`config.mk`:
```
export PLATFORM = sky130hd
export DESIGN_NAME = fpu_seq_core
export DESIGN_NICKNAME = d
export VERILOG_FILES = /design/src/rtl/fpu_pkg.sv /design/src/rtl/fpu_regfile.sv /design/src/rtl/fpu_seq_core.sv
export SDC_FILE = /design/constraint.sdc
export NUM_CORES = 2
export LEC_CHECK = 0
export BUFFER_PORTS_ARGS = -buffer_cell sky130_fd_sc_hd__buf_2
export CAP_MARGIN = 20
export CORE_MARGIN = 1.5
export CORE_UTILIZATION = 41
export DETAILED_ROUTE_END_ITERATION = 10
export PLACE_DENSITY = 0.64
export SLEW_MARGIN = 30
export SYNTH_ARGS = -nofsm -noshare
export SYNTH_HDL_FRONTEND = slang
export SYNTH_SLANG_ARGS = --single-unit
export TNS_END_PERCENT = 5
```
`constraint.sdc`:
```
create_clock -name cpu_clk -period 3.48 [get_ports cpu_clk]
set_input_delay 0.522 -clock cpu_clk [delete_from_list [all_inputs] [get_ports cpu_clk]]
set_output_delay 0.522 -clock cpu_clk [all_outputs]
set_load 0.02 [all_outputs]
```
`src/rtl/fpu_pkg.sv`:
```
// fpu_pkg: shared types and helpers for the FPU issue front-end.
//   fpu_state_e - sequencer state encoding
//   FP_*        - fp_alu operation selectors carried on alu_sel
//   pad_imm()   - left-justifies an immediate into the datapath width
package fpu_pkg;

  typedef enum logic [1:0] {
    ST_IDLE  = 2'd0,
    ST_ISSUE = 2'd1,
    ST_WAIT  = 2'd2,
    ST_WB    = 2'd3
  } fpu_state_e;

  localparam logic [2:0] FP_ADD  = 3'd0;
  localparam logic [2:0] FP_SUB  = 3'd1;
  localparam logic [2:0] FP_MUL  = 3'd2;
  localparam logic [2:0] FP_DIV  = 3'd3;
  localparam logic [2:0] FP_SQRT = 3'd4;
  localparam logic [2:0] FP_MIN  = 3'd5;
  localparam logic [2:0] FP_MAX  = 3'd6;
  localparam logic [2:0] FP_CMP  = 3'd7;

  // Works on a 64-bit container so it stays independent of the core's
  // parameters; the caller zero-extends the immediate and truncates the result.
  function automatic logic [63:0] pad_imm(input logic [63:0] imm,
                                          input int imm_w,
                                          input int reg_w);
    return imm << (reg_w - imm_w);
  endfunction

endpackage

```
`src/rtl/fpu_regfile.sv`:
```
// fpu_regfile: NUM_REGS x REG_W FP register file, synchronous clear.
//   cpu_clk, reset          - clock, synchronous active-high clear of all entries
//   we, waddr, wdata        - single write port, takes effect at the clock edge
//   raddr_a/b, rdata_a/b    - combinational operand read ports
//   raddr_dbg, rdata_dbg    - combinational debug read port
module fpu_regfile #(
  parameter int NUM_REGS = 32,
  parameter int REG_W    = 32,
  parameter int AW       = $clog2(NUM_REGS)
) (
  input  logic             cpu_clk,
  input  logic             reset,
  input  logic             we,
  input  logic [AW-1:0]    waddr,
  input  logic [REG_W-1:0] wdata,
  input  logic [AW-1:0]    raddr_a,
  output logic [REG_W-1:0] rdata_a,
  input  logic [AW-1:0]    raddr_b,
  output logic [REG_W-1:0] rdata_b,
  input  logic [AW-1:0]    raddr_dbg,
  output logic [REG_W-1:0] rdata_dbg
);

  logic [REG_W-1:0] mem [NUM_REGS];

  always_ff @(posedge cpu_clk) begin
    if (reset) begin
      for (int i = 0; i < NUM_REGS; i++) mem[i] <= '0;
    end else if (we) begin
      mem[waddr] <= wdata;
    end
  end

  assign rdata_a   = mem[raddr_a];
  assign rdata_b   = mem[raddr_b];
  assign rdata_dbg = mem[raddr_dbg];

endmodule

```
`src/rtl/fpu_seq_core.sv`:
```
// fpu_seq_core: FP register file, operand select and fp_alu issue sequencer.
//   Optional feature macro: FPU_TIMEOUT_EN (WAIT-state watchdog driving err).
//   cpu_clk, reset                  - clock, synchronous active-high reset
//   op_valid/op_ready + op_*        - decoded instruction handshake and fields
//   alu_start/alu_sel/alu_a/alu_b   - issue to external fp_alu
//   alu_done/alu_result             - completion from fp_alu
//   wb_valid/wb_addr/wb_data        - one-cycle writeback strobe
//   dbg_raddr/dbg_rdata             - combinational register peek
//   err                             - sticky watchdog flag
//
//   state    | meaning
//   ST_IDLE  | op_ready high, operands latched on accept
//   ST_ISSUE | alu_start pulse, watchdog loaded
//   ST_WAIT  | waiting for alu_done (or watchdog expiry)
//   ST_WB    | wb_valid, register file written at end of cycle
module fpu_seq_core
  import fpu_pkg::*;
#(
  parameter int  NUM_REGS    = 32,
  parameter int  REG_W       = 32,
  parameter int  IMM_W       = 16,
  parameter int  TIMEOUT_CYC = 64,
  localparam int AW          = $clog2(NUM_REGS)
) (
  input  logic             cpu_clk,
  input  logic             reset,
  input  logic             op_valid,
  output logic             op_ready,
  input  logic [2:0]       op_ctrl,
  input  logic             op_alu_src,
  input  logic             op_reg_dst,
  input  logic [AW-1:0]    op_rs,
  input  logic [AW-1:0]    op_rt,
  input  logic [AW-1:0]    op_rd,
  input  logic [IMM_W-1:0] op_imm,
  output logic             alu_start,
  output logic [2:0]       alu_sel,
  output logic [REG_W-1:0] alu_a,
  output logic [REG_W-1:0] alu_b,
  input  logic             alu_done,
  input  logic [REG_W-1:0] alu_result,
  output logic             wb_valid,
  output logic [AW-1:0]    wb_addr,
  output logic [REG_W-1:0] wb_data,
  input  logic [AW-1:0]    dbg_raddr,
  output logic [REG_W-1:0] dbg_rdata,
  output logic             err
);

  fpu_state_e       state, next_state;
  logic             accept, capture;
  logic [2:0]       sel_q;
  logic [AW-1:0]    dest_q;
  logic [REG_W-1:0] a_q, b_q, res_q;
  logic [REG_W-1:0] rdata_a, rdata_b, imm_pad;

  fpu_regfile #(.NUM_REGS(NUM_REGS), .REG_W(REG_W), .AW(AW)) u_regfile (
    .cpu_clk   (cpu_clk),
    .reset     (reset),
    .we        (wb_valid),
    .waddr     (dest_q),
    .wdata     (res_q),
    .raddr_a   (op_rs),
    .rdata_a   (rdata_a),
    .raddr_b   (op_rt),
    .rdata_b   (rdata_b),
    .raddr_dbg (dbg_raddr),
    .rdata_dbg (dbg_rdata)
  );

  assign imm_pad = REG_W'(pad_imm(64'(op_imm), IMM_W, REG_W));

`ifdef FPU_TIMEOUT_EN
  localparam int TW = $clog2(TIMEOUT_CYC + 1);
  logic [TW-1:0] to_cnt;
  logic          timeout_hit;
  logic          err_q;
`endif

  always_ff @(posedge cpu_clk) begin
    if (reset) state <= ST_IDLE;
    else       state <= next_state;
  end

  always_comb begin
    next_state = state;
    op_ready   = 1'b0;
    alu_start  = 1'b0;
    wb_valid   = 1'b0;
    accept     = 1'b0;
    capture    = 1'b0;
`ifdef FPU_TIMEOUT_EN
    timeout_hit = 1'b0;
`endif
    case (state)
      ST_IDLE: begin
        op_ready = 1'b1;
        if (op_valid) begin
          accept     = 1'b1;
          next_state = ST_ISSUE;
        end
      end
      ST_ISSUE: begin
        alu_start  = 1'b1;
        next_state = ST_WAIT;
      end
      ST_WAIT: begin
        // done has priority over an expiring watchdog in the same cycle
        if (alu_done) begin
          capture    = 1'b1;
          next_state = ST_WB;
        end
`ifdef FPU_TIMEOUT_EN
        else if (to_cnt == TW'(1)) begin
          timeout_hit = 1'b1;
          next_state  = ST_IDLE;
        end
`endif
      end
      ST_WB: begin
        wb_valid   = 1'b1;
        next_state = ST_IDLE;
      end
      default: next_state = ST_IDLE;
    endcase
  end

  always_ff @(posedge cpu_clk) begin
    if (reset) begin
      sel_q  <= '0;
      dest_q <= '0;
      a_q    <= '0;
      b_q    <= '0;
      res_q  <= '0;
    end else begin
      if (accept) begin
        sel_q  <= op_ctrl;
        dest_q <= op_reg_dst ? op_rd : op_rt;
        a_q    <= rdata_a;
        b_q    <= op_alu_src ? imm_pad : rdata_b;
      end
      if (capture) res_q <= alu_result;
    end
  end

  assign alu_sel = sel_q;
  assign alu_a   = a_q;
  assign alu_b   = b_q;
  assign wb_addr = dest_q;
  assign wb_data = res_q;

`ifdef FPU_TIMEOUT_EN
  // Down-counter loaded in ISSUE; reaching 1 in WAIT marks the last allowed cycle.
  always_ff @(posedge cpu_clk) begin
    if (reset) begin
      to_cnt <= '0;
      err_q  <= 1'b0;
    end else begin
      if (state == ST_ISSUE)
        to_cnt <= TW'(TIMEOUT_CYC);
      else if (state == ST_WAIT && to_cnt != '0)
        to_cnt <= to_cnt - 1'b1;
      if (timeout_hit) err_q <= 1'b1;
    end
  end
  assign err = err_q;
`else
  logic unused_timeout_cfg;
  assign unused_timeout_cfg = (TIMEOUT_CYC != 0);
  assign err = 1'b0;
`endif

endmodule
```
==> key figures <==
Job
  – Max_cap viols: 0

Floorplanning
  – Row count: 146
  – Initial core utilization: about two fifths
  – Top Ports: 217
  – Die ar.: 162700 sq um
  – Die Y: 403.3 um
  – Die X: slightly above 400 um
  – Core Area: roughly 160000 sq um

Finish
  – Non-Filler Instances: 6753
  – Layout Area Growth over Synthesis: 14.92%
  – Number of fill cells: about 13000
  – Fraction of layout cells with a size suffix above 1: 34.30%
  – Nets: 4640
  – Area occupied by multi-input gates: 30940 sq um
  – Register Area: 32880 sq um

Global route
  – GRT Total Usage: 31.49%
  – Initial antenna violation count: 23
  – Grt met1 use: 40.91%
  – First-pass GRT wire length: about 350000 um
  – Total gr overflow: 0
  – Largest net degree at the start of global routing: 62
  – Vias in the first global route: 44790
  – Routing usage on met3: 10.37%
  – Most Used Layer, Global Route: met2
  – GR met2 Demand/Resource: 46.70%

Min path
  – Hold Crit Depth: 3
  – HP Class: primary input to register

Worst setup path
  – CP max stage cell: mux4_2
  – CP cell instances: mux4_2 -> mux4_2 -> mux2_2 -> buf_2
  – Most used cell, CP: mux4_2
  – Setup crit end kind: output pin
  – Critical Path Max Stage Delay: 510 ps
  – Critical Path AT: about 2900 ps
  – Crit Path Class: register to output pin
  – Req. time, crit path: ~3000 ps
  – Reg2reg path depth: 4
  – Launching element type of the critical path: register
  – CP max FO: 3

Clock tree
  – Clock root buffer: clkbuf_16
  – Register clock-pin slew on the reported worst setup and hold paths: 60 ps
  – Clk sink count: 1130
  – Clock Tree Buf Depth: 3
  – # resized after CTS: 0
  – CTS Buf Count: 132
  – Clock latency on the worst-skew pair: 830 ps
  – CTS H-Tree Depth: 4
  – TritonCTS clock tree: done

Synth
  – Most frequent cell after synthesis: and2_1
  – Post-Syn Area: ~66000 sq um
  – Synth area leader: edfxtp_1
  – Prevailing post-synth register cell: edfxtp_1
  – Number of synthesized flops with an enable pin: slightly above 1000
  – Syn Nets: about 4500
  – Seq/Total Area, Yosys: 50.03%
  – Post-Syn Instances: 4391
  – Syn. warnings: 0
  – Top-area cell type share of the netlist area: a little under half
  – Top cells by area, synth: edfxtp_1 (47%), mux4_2 (27%), and2_1 (9.8%), dfxtp_1 (3.2%), mux2i_1 (2.6%)
  – Synth cell count leaders: and2_1 (1028), edfxtp_1 (1024), mux4_2 (775), clkbuf_1 (339), mux2i_1 (169)
  – Async S/R FF share, synth: 0%
  – Synth cell types: between 40 and 50
  – Yosys reg bits: 1130
  – Syn Area/Cell: 14.96 sq um

Timing
  – Max frequency: between 200 and 300 MHz
  – Slew margin rel.: 24.49%
  – Minimum clock period: 3380 ps
  – Worst-margin pin slew: 1130 ps
  – Final Hold Fails: 0
  – # setup viols final: 0
  – Slew Limit Fails: 0
  – RSZ-0062 raised after global routing: no
  – Post-route clock skew: around 48 ps
  – Setup TNS Final: 0 ps
  – Final period util: a little over nine tenths

Pwr
  – LEAKAGE: 0.02724 uW
  – PwrDens: 481.1 nW/um^2
  – Max VDD drop: between 500 and 600 uV
  – Tot Pwr: 36330 uW

Drt
  – Total number of vias: roughly 46000
  – Routed wire length per instance: 38.32 um
  – Routed wire length: 258800 um
  – Drt first pass iters: 6
  – Residual DRC: 0
  – Via/cell ratio: 6.878
  – DR iter-0 viols: 8540
  – Antenna-violating nets left: 0

Placed design
  – Gpl congestion: 0.9051
  – DP HPWL: 155400 um
  – # port buffers: about 220
  – Cells after DPL: 6449

Outcome
  – Status: finished, final reports clean
## worst max-delay path: cells and delay by family (launching register included)
kind / cells / cell delay (ps)
buffers and inverters: 1 / 190
flip-flops: 1 / 490
multiplexers: 3 / 1360
## worst paths after layout
kind,start,to,slack [ps]
worst min-delay path,alu_result[1],wb_data[1]$_SDFFE_PP0P_,40
worst max register to register,wb_addr[2]$_SDFFE_PP0P_,u_regfile.mem[30][21]$_SDFFCE_PN0P_,540
worst min register to register,alu_a[12]$_SDFFE_PP0P_,alu_a[12]$_SDFFE_PP0P_,440
worst max-delay path,u_regfile.mem[24][11]$_SDFFCE_PN0P_,dbg_rdata[11],100
## layer usage
| layer | vias up | share of wire (%) |
|---|---|---|
| met5 | - | 0.0070 |
| met4 | 2 | 6.4 |
| met3 | 901 | 15 |
| met2 | 4338 | 44 |
| met1 | 23550 | 35 |
| li1 | 17660 | - |
## registers in the layout, indices dropped and copies added, names as in the netlist
| signal | flops |
|---|---|
| alu_a | 32 |
| alu_b | 32 |
| alu_sel | 3 |
| state | 2 |
| u_regfile.mem | 1024 |
| wb_addr | 5 |
| wb_data | 32 |
## logic make-up after synthesis
logic type,count (synthesis),share of synthesized area (%)
AND/OR/NAND/NOR,1373,12.38
flip-flops,1130,50.03
multiplexers,1006,30.20
buffers and inverters,494,3.344
AO/OA/AOI/OAI,383,3.959
adder cells (fa/ha/maj),4,0.07618
other,1,0.005708
## repair_timing
item / 4_1_cts / 5_1_grt
setup buffers: 0 / 0
endpoints found under the setup margin: 0 / 0
hold endpoints to repair: 52 / 0
hold buffers: 48 / 0
## placed cells by master (no fill, tap or decap), types with 11 or more instances in the layout
master / n
and2_1: 1027
edfxtp_1: 1024
mux4_2: 775
buf_2: 204
buf_4: 191
mux2i_1: 169
nand2_1: 141
clkbuf_16: 132
o22ai_1: 110
dfxtp_1: 103
buf_12: 71
o21ai_0: 65
mux2_2: 62
dlygate4sd3_1: 48
nor4_1: 41
a21oi_1: 40
nor2_4: 35
or2_2: 30
clkbuf_1: 30
o22a_1: 29
a21o_1: 28
a211oi_1: 21
clkinv_2: 20
a22oi_1: 19
bufinv_16: 17
diode_2: 16
nor2_1: 16
a221o_1: 16
a22o_1: 13
clkinv_1: 13
nand4_1: 11
o2111ai_1: 11
o311ai_0: 11
and3b_1: 11
## per-stage QoR
| step | setup slack (ps) | utilization [%] | area, sq um | hold WS (ps) |
|---|---|---|---|---|
| after global routing | 93.88 | 47.54 | 75460 | 34.87 |
| after detailed placement | 146.2 | 44.37 | 70440 | 434.2 |
| after global placement | 194.5 | 44.36 | 70410 | 427.7 |
| after floorplan | 606.3 | - | 65700 | 517.5 |
| after CTS | 107.7 | 47.53 | 75460 | 3.139 |
| final | 100.5 | 47.56 | 75500 | 43.30 |
## area by class of cell
| cell class | instances | share of cell area [%] |
|---|---|---|
| Sequential cell | 1130 | 43.54 |
| Multi-Input combinational cell | 2767 | 40.98 |
| Timing Repair Buffer | 524 | 5.966 |
| Clock buffer | 167 | 4.615 |
| Tap cell | 2072 | 3.434 |
| Clock inverter | 73 | 1.390 |
| Antenna cell | 16 | 0.05303 |
| Inverter | 4 | 0.01989 |
## report_power, final
part | internal (uW) | switching [uW] | total (uW)
Clock | 8500 | 6230 | 14700
Combinational | 2290 | 3360 | 5650
Sequential | 15400 | 560 | 15900
No activity file was read; power rests on OpenSTA's default activity.
